==> src/rtl/conv_window_ctrl_if.sv <==
// Stream, PE and control signals of the 3x3 convolution window sequencer.
// The slave modport is the sequencer side; the master modport is its environment.
interface conv_window_ctrl_if #(
  parameter int DW = 16
);
  logic            i_start;
  logic            i_reuse_w;
  logic [DW-1:0]   i_in_d;
  logic            i_in_valid;
  logic            o_in_ready;
  logic [9*DW-1:0] o_wbus;
  logic [9*DW-1:0] o_winbus;
  logic [DW-1:0]   i_pe_d;
  logic [DW-1:0]   o_y;
  logic            o_y_valid;
  logic            i_y_ready;
  logic            o_y_last;
  logic            o_busy;
  logic            o_done;

  modport slave (
    input  i_start, i_reuse_w, i_in_d, i_in_valid, i_pe_d, i_y_ready,
    output o_in_ready, o_wbus, o_winbus, o_y, o_y_valid, o_y_last, o_busy, o_done
  );

  modport master (
    output i_start, i_reuse_w, i_in_d, i_in_valid, i_pe_d, i_y_ready,
    input  o_in_ready, o_wbus, o_winbus, o_y, o_y_valid, o_y_last, o_busy, o_done
  );
endinterface

==> src/rtl/conv_window_ctrl.sv <==
// Buffers 9 weights and an IMG x IMG frame, then walks every 3x3 window in
// row-major order through one shared external PE and streams the results out.
module conv_window_ctrl #(
  parameter int IMG = 6,
  parameter int DW  = 16
) (
  input  logic               i_clk,
  input  logic               i_rstn,
  conv_window_ctrl_if.slave  bus
);
  localparam int OUT = IMG - 2;
  localparam int NPX = IMG * IMG;
  localparam int CW  = $clog2(NPX);
  localparam int PAW = $clog2(NPX);
  localparam int RW  = $clog2(OUT + 1);

  typedef enum logic [1:0] {S_IDLE, S_LOAD_W, S_LOAD_D, S_RUN} state_t;

  state_t                 r_state;
  logic [CW-1:0]          r_cnt;
  logic [RW-1:0]          r_r;
  logic [RW-1:0]          r_c;
  logic                   r_all_cap;
  logic signed [DW-1:0]   r_w  [9];
  logic signed [DW-1:0]   r_px [NPX];
  logic signed [DW-1:0]   r_y;
  logic                   r_y_valid;
  logic                   r_y_last;
  logic                   r_in_ready;
  logic                   r_busy;
  logic                   r_done;

  logic                   w_accept;
  logic                   w_adv;
  logic                   w_win_last;
  logic [PAW-1:0]         w_idx;
  logic [9*DW-1:0]        w_wbus;
  logic [9*DW-1:0]        w_winbus;

  assign w_accept   = bus.i_in_valid & r_in_ready;
  assign w_adv      = (~r_y_valid | bus.i_y_ready) & ~r_all_cap;
  assign w_win_last = (r_r == RW'(OUT - 1)) && (r_c == RW'(OUT - 1));

  // Window element k sits at row r+k/3, column c+k%3 of the buffered frame.
  always_comb begin
    w_idx    = '0;
    w_wbus   = '0;
    w_winbus = '0;
    for (int k = 0; k < 9; k++) begin
      w_idx = PAW'((int'(r_r) + k / 3) * IMG + int'(r_c) + k % 3);
      w_winbus[DW*k +: DW] = r_px[w_idx];
      w_wbus[DW*k +: DW]   = r_w[k];
    end
  end

  always_ff @(posedge i_clk or negedge i_rstn) begin
    if (!i_rstn) begin
      r_state    <= S_IDLE;
      r_cnt      <= '0;
      r_r        <= '0;
      r_c        <= '0;
      r_all_cap  <= 1'b0;
      r_y        <= '0;
      r_y_valid  <= 1'b0;
      r_y_last   <= 1'b0;
      r_in_ready <= 1'b0;
      r_busy     <= 1'b0;
      r_done     <= 1'b0;
      for (int k = 0; k < 9; k++) r_w[k] <= '0;
      for (int n = 0; n < NPX; n++) r_px[n] <= '0;
    end else begin
      r_done <= 1'b0;
      case (r_state)
        S_IDLE: begin
          if (bus.i_start) begin
            r_state    <= bus.i_reuse_w ? S_LOAD_D : S_LOAD_W;
            r_cnt      <= '0;
            r_r        <= '0;
            r_c        <= '0;
            r_in_ready <= 1'b1;
            r_busy     <= 1'b1;
          end
        end
        S_LOAD_W: begin
          if (w_accept) begin
            r_w[r_cnt[3:0]] <= bus.i_in_d;
            if (r_cnt == CW'(8)) begin
              r_cnt   <= '0;
              r_state <= S_LOAD_D;
            end else begin
              r_cnt <= r_cnt + CW'(1);
            end
          end
        end
        S_LOAD_D: begin
          if (w_accept) begin
            r_px[r_cnt] <= bus.i_in_d;
            if (r_cnt == CW'(NPX - 1)) begin
              r_cnt      <= '0;
              r_r        <= '0;
              r_c        <= '0;
              r_all_cap  <= 1'b0;
              r_in_ready <= 1'b0;
              r_state    <= S_RUN;
            end else begin
              r_cnt <= r_cnt + CW'(1);
            end
          end
        end
        S_RUN: begin
          // A new capture may replace a word that handshakes in the same cycle.
          if (w_adv) begin
            r_y       <= bus.i_pe_d;
            r_y_valid <= 1'b1;
            r_y_last  <= w_win_last;
            if (w_win_last) begin
              r_all_cap <= 1'b1;
            end else if (r_c == RW'(OUT - 1)) begin
              r_c <= '0;
              r_r <= r_r + RW'(1);
            end else begin
              r_c <= r_c + RW'(1);
            end
          end else if (r_y_valid && bus.i_y_ready) begin
            r_y_valid <= 1'b0;
            r_y_last  <= 1'b0;
            if (r_y_last) begin
              r_done  <= 1'b1;
              r_busy  <= 1'b0;
              r_state <= S_IDLE;
            end
          end
        end
        default: r_state <= S_IDLE;
      endcase
    end
  end

  assign bus.o_in_ready = r_in_ready;
  assign bus.o_wbus     = w_wbus;
  assign bus.o_winbus   = w_winbus;
  assign bus.o_y        = r_y;
  assign bus.o_y_valid  = r_y_valid;
  assign bus.o_y_last   = r_y_last;
  assign bus.o_busy     = r_busy;
  assign bus.o_done     = r_done;
endmodule
==> src/flat_wrapper.sv <==
// flat-port wrapper written by rule: the top's interface ports become plain ports
module conv_window_ctrl_flat 
#(
  parameter int IMG = 6,
  parameter int DW  = 16
)
  (i_clk, i_rstn, bus_i_start, bus_i_reuse_w, bus_i_in_d, bus_i_in_valid, bus_i_pe_d, bus_i_y_ready, bus_o_in_ready, bus_o_wbus, bus_o_winbus, bus_o_y, bus_o_y_valid, bus_o_y_last, bus_o_busy, bus_o_done);
  conv_window_ctrl_if #(.DW(DW)) bus_i ();
  input  logic i_clk;
  input  logic i_rstn;
  input wire logic [$bits(bus_i.i_start)-1:0] bus_i_start;
  input wire logic [$bits(bus_i.i_reuse_w)-1:0] bus_i_reuse_w;
  input wire logic [$bits(bus_i.i_in_d)-1:0] bus_i_in_d;
  input wire logic [$bits(bus_i.i_in_valid)-1:0] bus_i_in_valid;
  input wire logic [$bits(bus_i.i_pe_d)-1:0] bus_i_pe_d;
  input wire logic [$bits(bus_i.i_y_ready)-1:0] bus_i_y_ready;
  output wire logic [$bits(bus_i.o_in_ready)-1:0] bus_o_in_ready;
  output wire logic [$bits(bus_i.o_wbus)-1:0] bus_o_wbus;
  output wire logic [$bits(bus_i.o_winbus)-1:0] bus_o_winbus;
  output wire logic [$bits(bus_i.o_y)-1:0] bus_o_y;
  output wire logic [$bits(bus_i.o_y_valid)-1:0] bus_o_y_valid;
  output wire logic [$bits(bus_i.o_y_last)-1:0] bus_o_y_last;
  output wire logic [$bits(bus_i.o_busy)-1:0] bus_o_busy;
  output wire logic [$bits(bus_i.o_done)-1:0] bus_o_done;
  assign bus_i.i_start = bus_i_start;
  assign bus_i.i_reuse_w = bus_i_reuse_w;
  assign bus_i.i_in_d = bus_i_in_d;
  assign bus_i.i_in_valid = bus_i_in_valid;
  assign bus_i.i_pe_d = bus_i_pe_d;
  assign bus_i.i_y_ready = bus_i_y_ready;
  assign bus_o_in_ready = bus_i.o_in_ready;
  assign bus_o_wbus = bus_i.o_wbus;
  assign bus_o_winbus = bus_i.o_winbus;
  assign bus_o_y = bus_i.o_y;
  assign bus_o_y_valid = bus_i.o_y_valid;
  assign bus_o_y_last = bus_i.o_y_last;
  assign bus_o_busy = bus_i.o_busy;
  assign bus_o_done = bus_i.o_done;
  conv_window_ctrl #(.IMG(IMG), .DW(DW)) u_core (.i_clk(i_clk), .i_rstn(i_rstn), .bus(bus_i));
endmodule
==> config.mk <==
export PLATFORM = sky130hd
export DESIGN_NAME = conv_window_ctrl_flat
export DESIGN_NICKNAME = d
export VERILOG_FILES = /design/src/rtl/conv_window_ctrl_if.sv /design/src/rtl/conv_window_ctrl.sv /design/src/flat_wrapper.sv
export SDC_FILE = /design/constraint.sdc
export NUM_CORES = 2
export LEC_CHECK = 0
export ABC_CLOCK_PERIOD_IN_PS = 6100
export CORE_MARGIN = 4
export CORE_UTILIZATION = 40
export DETAILED_ROUTE_END_ITERATION = 10
export DONT_BUFFER_PORTS = 1
export PLACE_DENSITY = 0.58
export SETUP_SLACK_MARGIN = 0.5
export SLEW_MARGIN = 0
export SYNTH_ARGS = -nofsm -noshare
export SYNTH_HDL_FRONTEND = slang
export SYNTH_SLANG_ARGS = --single-unit
==> constraint.sdc <==
create_clock -name i_clk -period 6.1 [get_ports i_clk]
set_input_delay 1.83 -clock i_clk [delete_from_list [all_inputs] [get_ports i_clk]]
set_output_delay 1.83 -clock i_clk [all_outputs]
set_load 0.01 [all_outputs]
==> flow_metrics.tcl <==
set metrics [dict create \
    status "finished with violations" \
    violations "setup timing" \
    numCtsBuffers 93 \
    synth_area_um2 53700 \
    fmax_mhz 155 \
    pre_cts_ws_ns -0.0767 \
    portBuffers 0 \
    clk_latency_ns 0.72 \
    ys.warnings.count 0 \
    mostFrequentLayoutCells "mux4_2, dfrtp_1, mux2_2, buf_4, nand2_1" \
    core_area_um2 133000 \
    start_util 0.402 \
    power_density_nw_per_um2 289 \
    whs_ns 0.546 \
    ys_types 80 \
    setup_slack_ns -0.334 \
    crit_arrival_ns 4.60 \
    hold_violations 0 \
    power_switching_mw 6.80 \
    slew_headroom 0.000459 \
    hp-class "register to register" \
    slowest_delay_ns 0.86 \
    via_per_inst 7.06 \
    synth-seq-cells 756 \
    syn-num-nets 3736 \
    final_common_cell "mux4_2" \
    wl_um 222000 \
    layout.nets 4007 \
    overflow 0 \
    area_growth_pct 25.1 \
    routabilityCongestion 0.924 \
    maxCapViolCount 0 \
    antenna_left 0 \
    required_ns 4.27 \
    final_area_um2 67100 \
    dpl.hpwl_um 142000 \
    crit_chain "inv_2 > ha_4 > xor2_4 > inv_2 > fa_4 > xnor2_4 > buf_12 > buf_12 > buf_16 > buf_6 > mux4_2 > mux4_2 > a22oi_2 > nand2_2" \
    tightestPinTransition_ns 1.50 \
    die_x_um 374 \
    cts_hold_buf 0 \
    num_io_pins 347 \
    p_leak_nw 28.2 \
    combPwrFrac 0.362 \
    setup_violations 101 \
    route.detailed.drc 0 \
    intPower_mw 12.6 \
    grt_use_total 0.308 \
    vias 40850 \
    path_class "register to output port" \
    clockPowerShare 0.308 \
    die_h_um 374 \
    h-tree-depth 3 \
    dieArea_um2 140000 \
    cts_tree "yes" \
    grt_pass1_vias 39381 \
    ir_drop_uv 238 \
    slew_violations 0 \
    synth_cells 3664 \
    cts_root_buf "clkbuf_16" \
    finalCritPeriodShare 1.05 \
    nFillCells 11154 \
    drt_iter0_markers 5533 \
    ys.flop_type "dfrtp_1" \
    synth-edff-count 0 \
    cts_sinks 756 \
    dp.cells 5357 \
    postSynth.asyncResetShare 1.00 \
    min_period_ns 6.43 \
    r2r_slack_ns 2.61 \
    path_clk_slew_ns 0.06 \
    post_drt_wl_per_cell_um 38.5 \
    postPlaceCellArea_um2 57500 \
    crit_slowest_cell "fa_4" \
    rsz0062_at_grt "true" \
    netSwitchingFraction 0.350 \
    endpoint_kind "output port" \
    antenna_found_initial 6 \
    regArea_um2 18900 \
    grt_pass1_wl_um 310000 \
    multi_input_area_um2 35700 \
    seqPwrFrac 0.330 \
    ys_seq_area_frac 0.352 \
    finalClockSkew_ns 0.0529 \
    drive_above_1_share 0.655 \
    crit_fanout 6 \
    worst_setup_path_start_kind "register" \
    final_cells 5785 \
    clk_path_buf_depth 3 \
    dr.pass1.iters 6 \
    fin_total_pwr_mw 19.4 \
    floorplan.rows 134 \
    grt_max_degree 757 \
    avgSynthCellArea_um2 14.6 \
]
power groups by stage:
stage                     sequential [mW]  combinational [mW]  clock [mW]
after CTS                            6.40                6.58        6.10
after global placement               6.47                5.75           0
after global routing                 6.49                7.34        6.28
after floorplan                      6.22                3.97           0
after detailed placement             6.48                5.81           0
final                                6.41                7.03        5.98
path summary, 6_finish.rpt:
path / startpoint / to / cells past startpoint
max in group asynchronous: i_rstn / u_core.r_px[87] / 3
min in group asynchronous: i_rstn / u_core.bus.o_wbus[63] / 0
max: u_core.r_r[0] / bus_o_winbus[68] / 14
min: u_core.r_state[1] / u_core.r_state[1] / 2
max reg2reg: u_core.r_c[0] / u_core.r_r[1] / 8
min reg2reg: u_core.r_state[1] / u_core.r_state[1] / 2
per-layer routing:
layer | vias up | routed length [um] | track usage
li1 | 15298 | - | -
met1 | 21629 | 79900 | 0.399
met2 | 3219 | 95200 | 0.444
met3 | 700 | 32300 | 0.127
met4 | 4 | 15000 | 0.160
met5 | - | 41 | 0
flip-flops by register name (all words and copies together), names as in the netlist, 2 cells and up:
signal,cells
u_core.r_px,576
u_core.r_cnt,6
u_core.r_state,2
u_core.bus.o_y,16
u_core.r_r,3
u_core.r_c,3
u_core.bus.o_wbus,144
synth_stat cells (3+ instances only):
cell,n,share of area
o221ai_1,16,0.0026
nor4_1,3,0.00035
nor2_1,66,0.0046
nand4_1,17,0.0020
a22oi_1,12,0.0017
xnor2_1,13,0.0021
o21ai_0,58,0.0054
a32oi_1,16,0.0026
xor2_2,3,0.00091
fa_1,5,0.0019
or2_2,3,0.00035
clkbuf_1,221,0.015
and3_1,6,0.00070
buf_1,45,0.0031
and2_0,3,0.00035
nand2_1,294,0.021
or3_1,6,0.00070
inv_1,53,0.0037
buf_6,8,0.0017
nor2b_1,23,0.0027
mux2i_1,164,0.031
a221o_1,16,0.0030
a21oi_1,17,0.0016
o2111ai_1,14,0.0023
o2bb2ai_1,17,0.0028
buf_4,12,0.0017
nor3_1,8,0.00075
nand2b_1,6,0.00070
ha_1,29,0.0068
mux4_2,815,0.34
buf_2,80,0.0075
dfrtp_1,756,0.35
mux2_2,738,0.15
o21ai_1,3,0.00028
and2_1,3,0.00035
nand3b_1,3,0.00042
xor2_1,10,0.0016
nand3_1,44,0.0041
o22ai_1,4,0.00047
xnor2_4,3,0.0015
xnor2_2,7,0.0021
layout make-up:
class | instances | share of cell area
clock inverters | 52 | 0.00999
clock buffers | 118 | 0.0381
inverters | 54 | 0.00328
diodes | 7 | 0.000261
repair buffers | 544 | 0.101
well taps | 1768 | 0.0329
flip-flops and latches | 756 | 0.282
multi-input cells | 2486 | 0.532
kinds of logic (layout without fill, tap and decap cells):
group | Yosys count | after routing | synth area share
mux | 1718 | 1718 | 0.528
fa+ha+maj | 34 | 34 | 0.00863
buf+inv | 422 | 768 | 0.0334
simple gates | 497 | 497 | 0.0409
other cells | 0 | 7 | 0
compound gates | 199 | 199 | 0.0276
flops | 756 | 756 | 0.352
xor+xnor | 38 | 38 | 0.00921
worst max-delay path, delay by kind of cell, from the launching register on:
family | cells | cell delay (ns)
xor gates and xnor gates | 2 | 0.31
DFF | 1 | 0.38
and+or+nand+nor | 1 | 0.16
adders and majority gates | 2 | 1.16
muxes | 2 | 0.83
buffers and inverters | 6 | 0.71
AOI/OAI and AO/OA | 1 | 0.34
what timing repair did:
item / 4_1_cts / 5_1_grt
setup endpoints to repair: 144 / 144
resized for setup: 520 / 180
buffers inserted: 159 / 65
pin swaps: 110 / 63
gates cloned: 19 / 4
metrics by stage:
step | TNS, ns | util
6_report | -12.01 | 0.503
4_1_cts | -6.18 | 0.490
3_3_place_gp | -0.0500 | 0.431
5_1_grt | -26.09 | 0.503
2_1_floorplan | 0 | -
3_5_place_dp | -0.0837 | 0.431
Note: power is estimated with default switching activity, not from simulation.
